### config.mk
export PLATFORM = sky130hd
export DESIGN_NAME = prim_clock_gate_ctrl
export DESIGN_NICKNAME = d
export VERILOG_FILES = /design/src/rtl/prim_clock_gate_ctrl.sv
export SDC_FILE = /design/constraint.sdc
export NUM_CORES = 1
export LEC_CHECK = 0
export CORE_MARGIN = 8
export CORE_UTILIZATION = 42
export CTS_CLUSTER_SIZE = 30
export DETAILED_ROUTE_END_ITERATION = 16
export PLACE_DENSITY = 0.86
export SKIP_CTS_REPAIR_TIMING = 1
export SLEW_MARGIN = 20
export SYNTH_ARGS = -nofsm -noshare
export SYNTH_HDL_FRONTEND = slang
export SYNTH_SLANG_ARGS = --single-unit
### constraint.sdc
create_clock -name clk_i -period 1.6 [get_ports clk_i]
set_input_delay 0.32 -clock clk_i [delete_from_list [all_inputs] [get_ports clk_i]]
set_output_delay 0.32 -clock clk_i [all_outputs]
set_load 0.1 [all_outputs]
### src/rtl/prim_clock_gate_ctrl.sv
// Per-channel clock gating with demand/hold FSM and glitch-free latch-based gates.
// Optional per-channel gated-cycle statistics are built when PRIM_CLKGATE_STATS_EN is defined.
module prim_clock_gate_ctrl #(
  parameter int NumCh      = 4,
  parameter int HoldCycles = 8
) (
  input  logic                  clk_i,
  input  logic                  rst_ni,
  input  logic                  test_en_i,
  input  logic                  force_on_i,
  input  logic [NumCh-1:0]      en_i,
  output logic [NumCh-1:0]      ack_o,
  output logic [NumCh-1:0]      clk_o,
  output logic [NumCh*16-1:0]   gated_cnt_o
);

  // state   | meaning
  // StOff   | clock gated, waiting for demand
  // StOn    | clock running on demand or force
  // StHold  | demand gone, clock kept running until hold counter expires
  typedef enum logic [1:0] {
    StOff  = 2'd0,
    StOn   = 2'd1,
    StHold = 2'd2
  } state_e;

  localparam int CntW = (HoldCycles > 0) ? $clog2(HoldCycles + 1) : 1;
  localparam logic [CntW-1:0] HoldLoad = (HoldCycles > 0) ? CntW'(HoldCycles - 1) : '0;

  state_e            state_q [NumCh];
  state_e            state_d [NumCh];
  logic [CntW-1:0]   cnt_q   [NumCh];
  logic [CntW-1:0]   cnt_d   [NumCh];
  logic [NumCh-1:0]  gate_en_q;
  logic [NumCh-1:0]  gate_en_d;
  logic [NumCh-1:0]  en_latch;

  always_comb begin
    for (int i = 0; i < NumCh; i++) begin
      state_d[i]   = state_q[i];
      cnt_d[i]     = cnt_q[i];
      case (state_q[i])
        StOn: begin
          if (!(en_i[i] || force_on_i)) begin
            if (HoldCycles == 0) begin
              state_d[i] = StOff;
            end else begin
              state_d[i] = StHold;
              cnt_d[i]   = HoldLoad;
            end
          end
        end
        StHold: begin
          if (en_i[i] || force_on_i) begin
            state_d[i] = StOn;
          end else if (cnt_q[i] == '0) begin
            state_d[i] = StOff;
          end else begin
            cnt_d[i] = cnt_q[i] - CntW'(1);
          end
        end
        default: begin
          if (en_i[i] || force_on_i) state_d[i] = StOn;
        end
      endcase
      gate_en_d[i] = (state_d[i] != StOff);
    end
  end

  always_ff @(posedge clk_i or negedge rst_ni) begin
    if (!rst_ni) begin
      for (int i = 0; i < NumCh; i++) begin
        state_q[i] <= StOff;
        cnt_q[i]   <= '0;
      end
      gate_en_q <= '0;
    end else begin
      for (int i = 0; i < NumCh; i++) begin
        state_q[i] <= state_d[i];
        cnt_q[i]   <= cnt_d[i];
      end
      gate_en_q <= gate_en_d;
    end
  end

  assign ack_o = gate_en_q;

  // Latch is transparent only while clk_i is low, so the AND never sees an enable change in the high phase.
  always_latch begin
    if (!clk_i) en_latch = gate_en_q | {NumCh{test_en_i}};
  end

  assign clk_o = {NumCh{clk_i}} & en_latch;

`ifdef PRIM_CLKGATE_STATS_EN
  logic [15:0] stat_q [NumCh];
  logic [15:0] stat_d [NumCh];

  always_comb begin
    for (int i = 0; i < NumCh; i++) begin
      stat_d[i] = stat_q[i];
      if (!gate_en_q[i] && (stat_q[i] != 16'hFFFF)) stat_d[i] = stat_q[i] + 16'd1;
    end
  end

  always_ff @(posedge clk_i or negedge rst_ni) begin
    if (!rst_ni) begin
      for (int i = 0; i < NumCh; i++) stat_q[i] <= '0;
    end else begin
      for (int i = 0; i < NumCh; i++) stat_q[i] <= stat_d[i];
    end
  end

  for (genvar g = 0; g < NumCh; g++) begin : g_stat_out
    assign gated_cnt_o[16*g +: 16] = stat_q[g];
  end
`else
  assign gated_cnt_o = '0;
`endif

endmodule

Word level (Yosys, flattened, before mapping). Cells that the tools add are included. Widths: inputs -> output; s select.

Register bits after elaboration: 28. Latch bits: 4. Bits in writable memories: 0. Bits in read-only memories: 0. Input port bits: 8. Output and inout bits: 72. Word-level logic and storage cells: 97. Memories: 0.

Add/subtract/negate cells: 4. $mul: 0. Div/mod/pow operators: 0. Order comparisons: 0. Eq/ne operators: 20. Shifts and indexed selects: 0. Mux-type cells: 38. Bitwise gates (word level): 2. Reduce and logical (&&, ||, !) cells: 20.

Operators by type and width (number): $mux 4 (14); $mux 2 (16); $pmux 4 s2 (4); $ne 2x2->1 const B (12); $logic_not 4->1 (4); $pmux 2 s2 (4); $reduce_and 4->1 (4); $reduce_bool 2->1 (8); $sub 4x1->4 const B (4); $eq 2x1->1 const B (4); $eq 2x2->1 const B (4); $and 4x4->4 (1); $logic_or 1x1->1 (4); $or 4x4->4 (1).

Depth between registers and ports, before layout.
Depth in word-level cells: 5. Gate-level depth with buffers: 7. Mapped depth without buffers: 6.

==> metrics.txt <==
# TYPE chip_impl_metric gauge
chip_impl_metric{name="worstPathArrival",unit="ps"} 1930
chip_impl_info{name="endpoint_kind",value="output port"} 1
chip_impl_metric{name="pwr_density_cell",unit="nW/um^2"} 2350
chip_impl_metric{name="m1WireLength",unit="mm"} 2.19
chip_impl_metric{name="syn-mean-instance-area",unit="sq um"} 8.22
chip_impl_metric{name="cap_violations",unit=""} 0
chip_impl_metric{name="synth.lib_cells_used.distinct",unit=""} 40
chip_impl_info{name="netlist_top_cells_area",value="sky130_fd_sc_hd__dfrtp_1, sky130_fd_sc_hd__buf_4, sky130_fd_sc_hd__ha_1"} 1
chip_impl_metric{name="fp.dieArea",unit="sq um"} 8480
chip_impl_metric{name="vdd_drop_max",unit="uV"} 1520
chip_impl_metric{name="chipHeight",unit="um"} 92.1
chip_impl_metric{name="syn_to_final_growth",unit="%"} 22.6
chip_impl_metric{name="clkLatencyLatePin",unit="ps"} 400
chip_impl_metric{name="worst-path-max-fanout",unit=""} 1
chip_impl_metric{name="grt_antenna_before_repair",unit=""} 0
chip_impl_metric{name="worst_clock_skew_on_the_final_layout",unit="ps"} 6.05
chip_impl_metric{name="place_worst_setup_slack",unit="ps"} -1230
chip_impl_metric{name="synth.ff_latch_count",unit=""} 32
chip_impl_metric{name="place_congestion",unit=""} 0.875
chip_impl_metric{name="total_routing_usage_gr",unit="%"} 12.9
chip_impl_metric{name="leakage",unit="nW"} 1.39
chip_impl_metric{name="setup_viol",unit=""} 9
chip_impl_metric{name="floorplan.initialDensity",unit="%"} 43.9
chip_impl_metric{name="drtIter0Drc",unit=""} 73
chip_impl_metric{name="area_share_of_the_largest_cell_type_after_synthesis",unit="%"} 28.8
chip_impl_metric{name="post_route_cells_drive_above_1_share",unit="%"} 26.6
chip_impl_metric{name="wire_length_of_the_first_global_routing_pass",unit="mm"} 8.74
chip_impl_metric{name="chipWidth",unit="um"} 92.1
chip_impl_metric{name="grt_overflow_total",unit=""} 0
chip_impl_metric{name="post-route-drc-count",unit=""} 0
chip_impl_metric{name="hold_slack",unit="ps"} 309
chip_impl_metric{name="antenna-diode-count",unit=""} 0
chip_impl_info{name="most_frequent_cell_after_synthesis",value="sky130_fd_sc_hd__buf_4"} 1
chip_impl_info{name="violations",value="setup timing"} 1
chip_impl_metric{name="firstDrtPassIters",unit=""} 4
chip_impl_info{name="hp-class",value="in2async"} 1
chip_impl_metric{name="nFillCells",unit=""} 504
chip_impl_metric{name="synth_cells",unit=""} 296
chip_impl_metric{name="post-layout-total-power",unit="mW"} 7.01
chip_impl_metric{name="postSynth.asyncResetShare",unit="%"} 87.5
chip_impl_metric{name="detailroute.wirelength.met3",unit="um"} 397
chip_impl_metric{name="final.setup.worst_slack",unit="ps"} -648
chip_impl_info{name="synthTopCellsByCount",value="sky130_fd_sc_hd__buf_4, sky130_fd_sc_hd__dfrtp_1, sky130_fd_sc_hd__nor2_1"} 1
chip_impl_metric{name="post_synth_instance_area",unit="sq um"} 2430
chip_impl_metric{name="final_nets",unit=""} 365
chip_impl_info{name="outcome",value="finished, violations left"} 1
chip_impl_metric{name="final_count_of_hold_timing_violations",unit=""} 0
chip_impl_metric{name="io_buffers",unit=""} 15
chip_impl_metric{name="drt_wl_cell",unit="um"} 13.5
chip_impl_metric{name="hpwl",unit="mm"} 4.02
chip_impl_metric{name="synth_edf_count",unit=""} 0
chip_impl_metric{name="vias_per_cell",unit=""} 4.91
chip_impl_metric{name="grt_start_max_net_pins",unit=""} 29
chip_impl_metric{name="required",unit="ps"} 1280
chip_impl_info{name="rsz0062_at_grt",value="true"} 1
chip_impl_info{name="post_synth_top_flop",value="sky130_fd_sc_hd__dfrtp_1"} 1
chip_impl_info{name="cts_tree",value="built"} 1
chip_impl_metric{name="rows",unit=""} 27
chip_impl_metric{name="route.met2.wl",unit="mm"} 2.87
chip_impl_metric{name="core",unit="sq um"} 5540
chip_impl_metric{name="floorplan.io_pins",unit=""} 80
chip_impl_metric{name="clock_transition_at_the_registers_of_the_reported_paths",unit="ps"} 70
chip_impl_metric{name="route.final.wire_length",unit="mm"} 5.63
chip_impl_info{name="worstSetupPathType",value="latch2out"} 1
chip_impl_info{name="critPathLaunchType",value="latch"} 1
chip_impl_metric{name="detailroute.via_count",unit=""} 2053
chip_impl_metric{name="numPlacedInstances",unit=""} 400
chip_impl_metric{name="post_layout_instance_count_excluding_filler_cells",unit=""} 418
chip_impl_metric{name="postRouteAntennaNets",unit=""} 0
chip_impl_metric{name="grt_pass1_vias",unit=""} 2027
chip_impl_info{name="topRoutingLayerUsed",value="met4"} 1
chip_impl_metric{name="yosysWarningCount",unit=""} 0
chip_impl_info{name="netlist.top_cell.by_area",value="sky130_fd_sc_hd__dfrtp_1"} 1
chip_impl_metric{name="final_max_slew_viol_count",unit=""} 0
==> through the flow <==
| stage | cell area, sq um | TNS [ps] | util (%) |
|---|---|---|---|
| final | 2980 | -2600 | 53.8 |
| after global routing | 2980 | -2900 | 53.8 |
| after CTS | 2810 | -6510 | 50.7 |
| after detailed placement | 2640 | -7060 | 47.6 |
| after global placement | 2640 | -6060 | 47.6 |
| after floorplan | 2680 | -822 | - |
==> power breakdown <==
part / internal [mW] / switching (mW) / total [mW]
logic: 1.16 / 2.16 / 3.32
registers: 1.04 / 0.217 / 1.26
clock network: 1.20 / 1.23 / 2.43
==> final timing paths <==
kind                             end  depth (start not counted)  slack, ps         from
setup / recovery            clk_o[3]                          2       -650  en_latch[3]
min in group clk_i         cnt_q[10]                          1        570    cnt_q[10]
max in group asynchronous   ack_o[3]                          2       1000       rst_ni
hold / removal             cnt_q[12]                          2        310       rst_ni
setup reg to reg            cnt_q[3]                          6        -40     cnt_q[0]
hold reg to reg            cnt_q[10]                          1        570    cnt_q[10]
==> cell usage in the layout (no fill, tap or decap), types with 4 or more instances in the layout <==
| cell | instances |
|---|---|
| sky130_fd_sc_hd__nor2_1 | 26 |
| sky130_fd_sc_hd__dfrtp_2 | 4 |
| sky130_fd_sc_hd__and2_4 | 4 |
| sky130_fd_sc_hd__nor3_1 | 15 |
| sky130_fd_sc_hd__o31ai_1 | 4 |
| sky130_fd_sc_hd__a22o_1 | 6 |
| sky130_fd_sc_hd__buf_12 | 8 |
| sky130_fd_sc_hd__a21oi_1 | 16 |
| sky130_fd_sc_hd__o21ai_1 | 5 |
| sky130_fd_sc_hd__buf_4 | 32 |
| sky130_fd_sc_hd__ha_1 | 7 |
| sky130_fd_sc_hd__dfrtp_1 | 24 |
| sky130_fd_sc_hd__nand2_1 | 12 |
| sky130_fd_sc_hd__inv_2 | 4 |
| sky130_fd_sc_hd__nand3_1 | 9 |
| sky130_fd_sc_hd__or3b_4 | 4 |
| sky130_fd_sc_hd__clkbuf_8 | 10 |
| sky130_fd_sc_hd__conb_1 | 64 |
| sky130_fd_sc_hd__or2_2 | 5 |
| sky130_fd_sc_hd__nor2b_1 | 7 |
| sky130_fd_sc_hd__inv_1 | 15 |
| sky130_fd_sc_hd__clkdlybuf4s50_1 | 7 |
| sky130_fd_sc_hd__o21ai_0 | 15 |
==> metal layers <==
layer,GRT usage [%],up-vias
li1,-,978
met1,13.2,975
met2,20.7,82
met3,5.22,18
met4,9.93,0
met5,0,-
==> critical path: stages, from the launching register on <==
cell and delay, ps:
sky130_fd_sc_hd__dlxtn_2 400, sky130_fd_sc_hd__and2_4 140, sky130_fd_sc_hd__buf_12 170
==> final cells by class <==
cell class	count	area [sq um]	area share (%)
clock buffers	14	218	7.30
flip-flops and latches	32	768	25.8
repair buffers	45	413	13.8
clock inverters	2	33.8	1.13
well taps	72	90.1	3.02
inverters	19	71.3	2.39
multi-input cells	234	1390	46.5
==> flip-flops by register name (all words and copies together), names as in the netlist <==
signal    count
state_q       8
en_latch      4
ack_o         4
cnt_q        16
==> cells by family (layout without fill, tap and decap cells) <==
logic type                 after synthesis  count (layout)  share of synthesized area, %
and+or+nand+nor                         93              93                          20.2
buffers and inverters                   93              80                          25.0
AOI/OAI and AO/OA                       65              65                          17.2
DFF                                     28              28                          28.8
adders and majority gates               12              12                          6.17
latches                                  4               4                          2.47
other                                    1              64                         0.154
(Power assumes the default switching activity.)
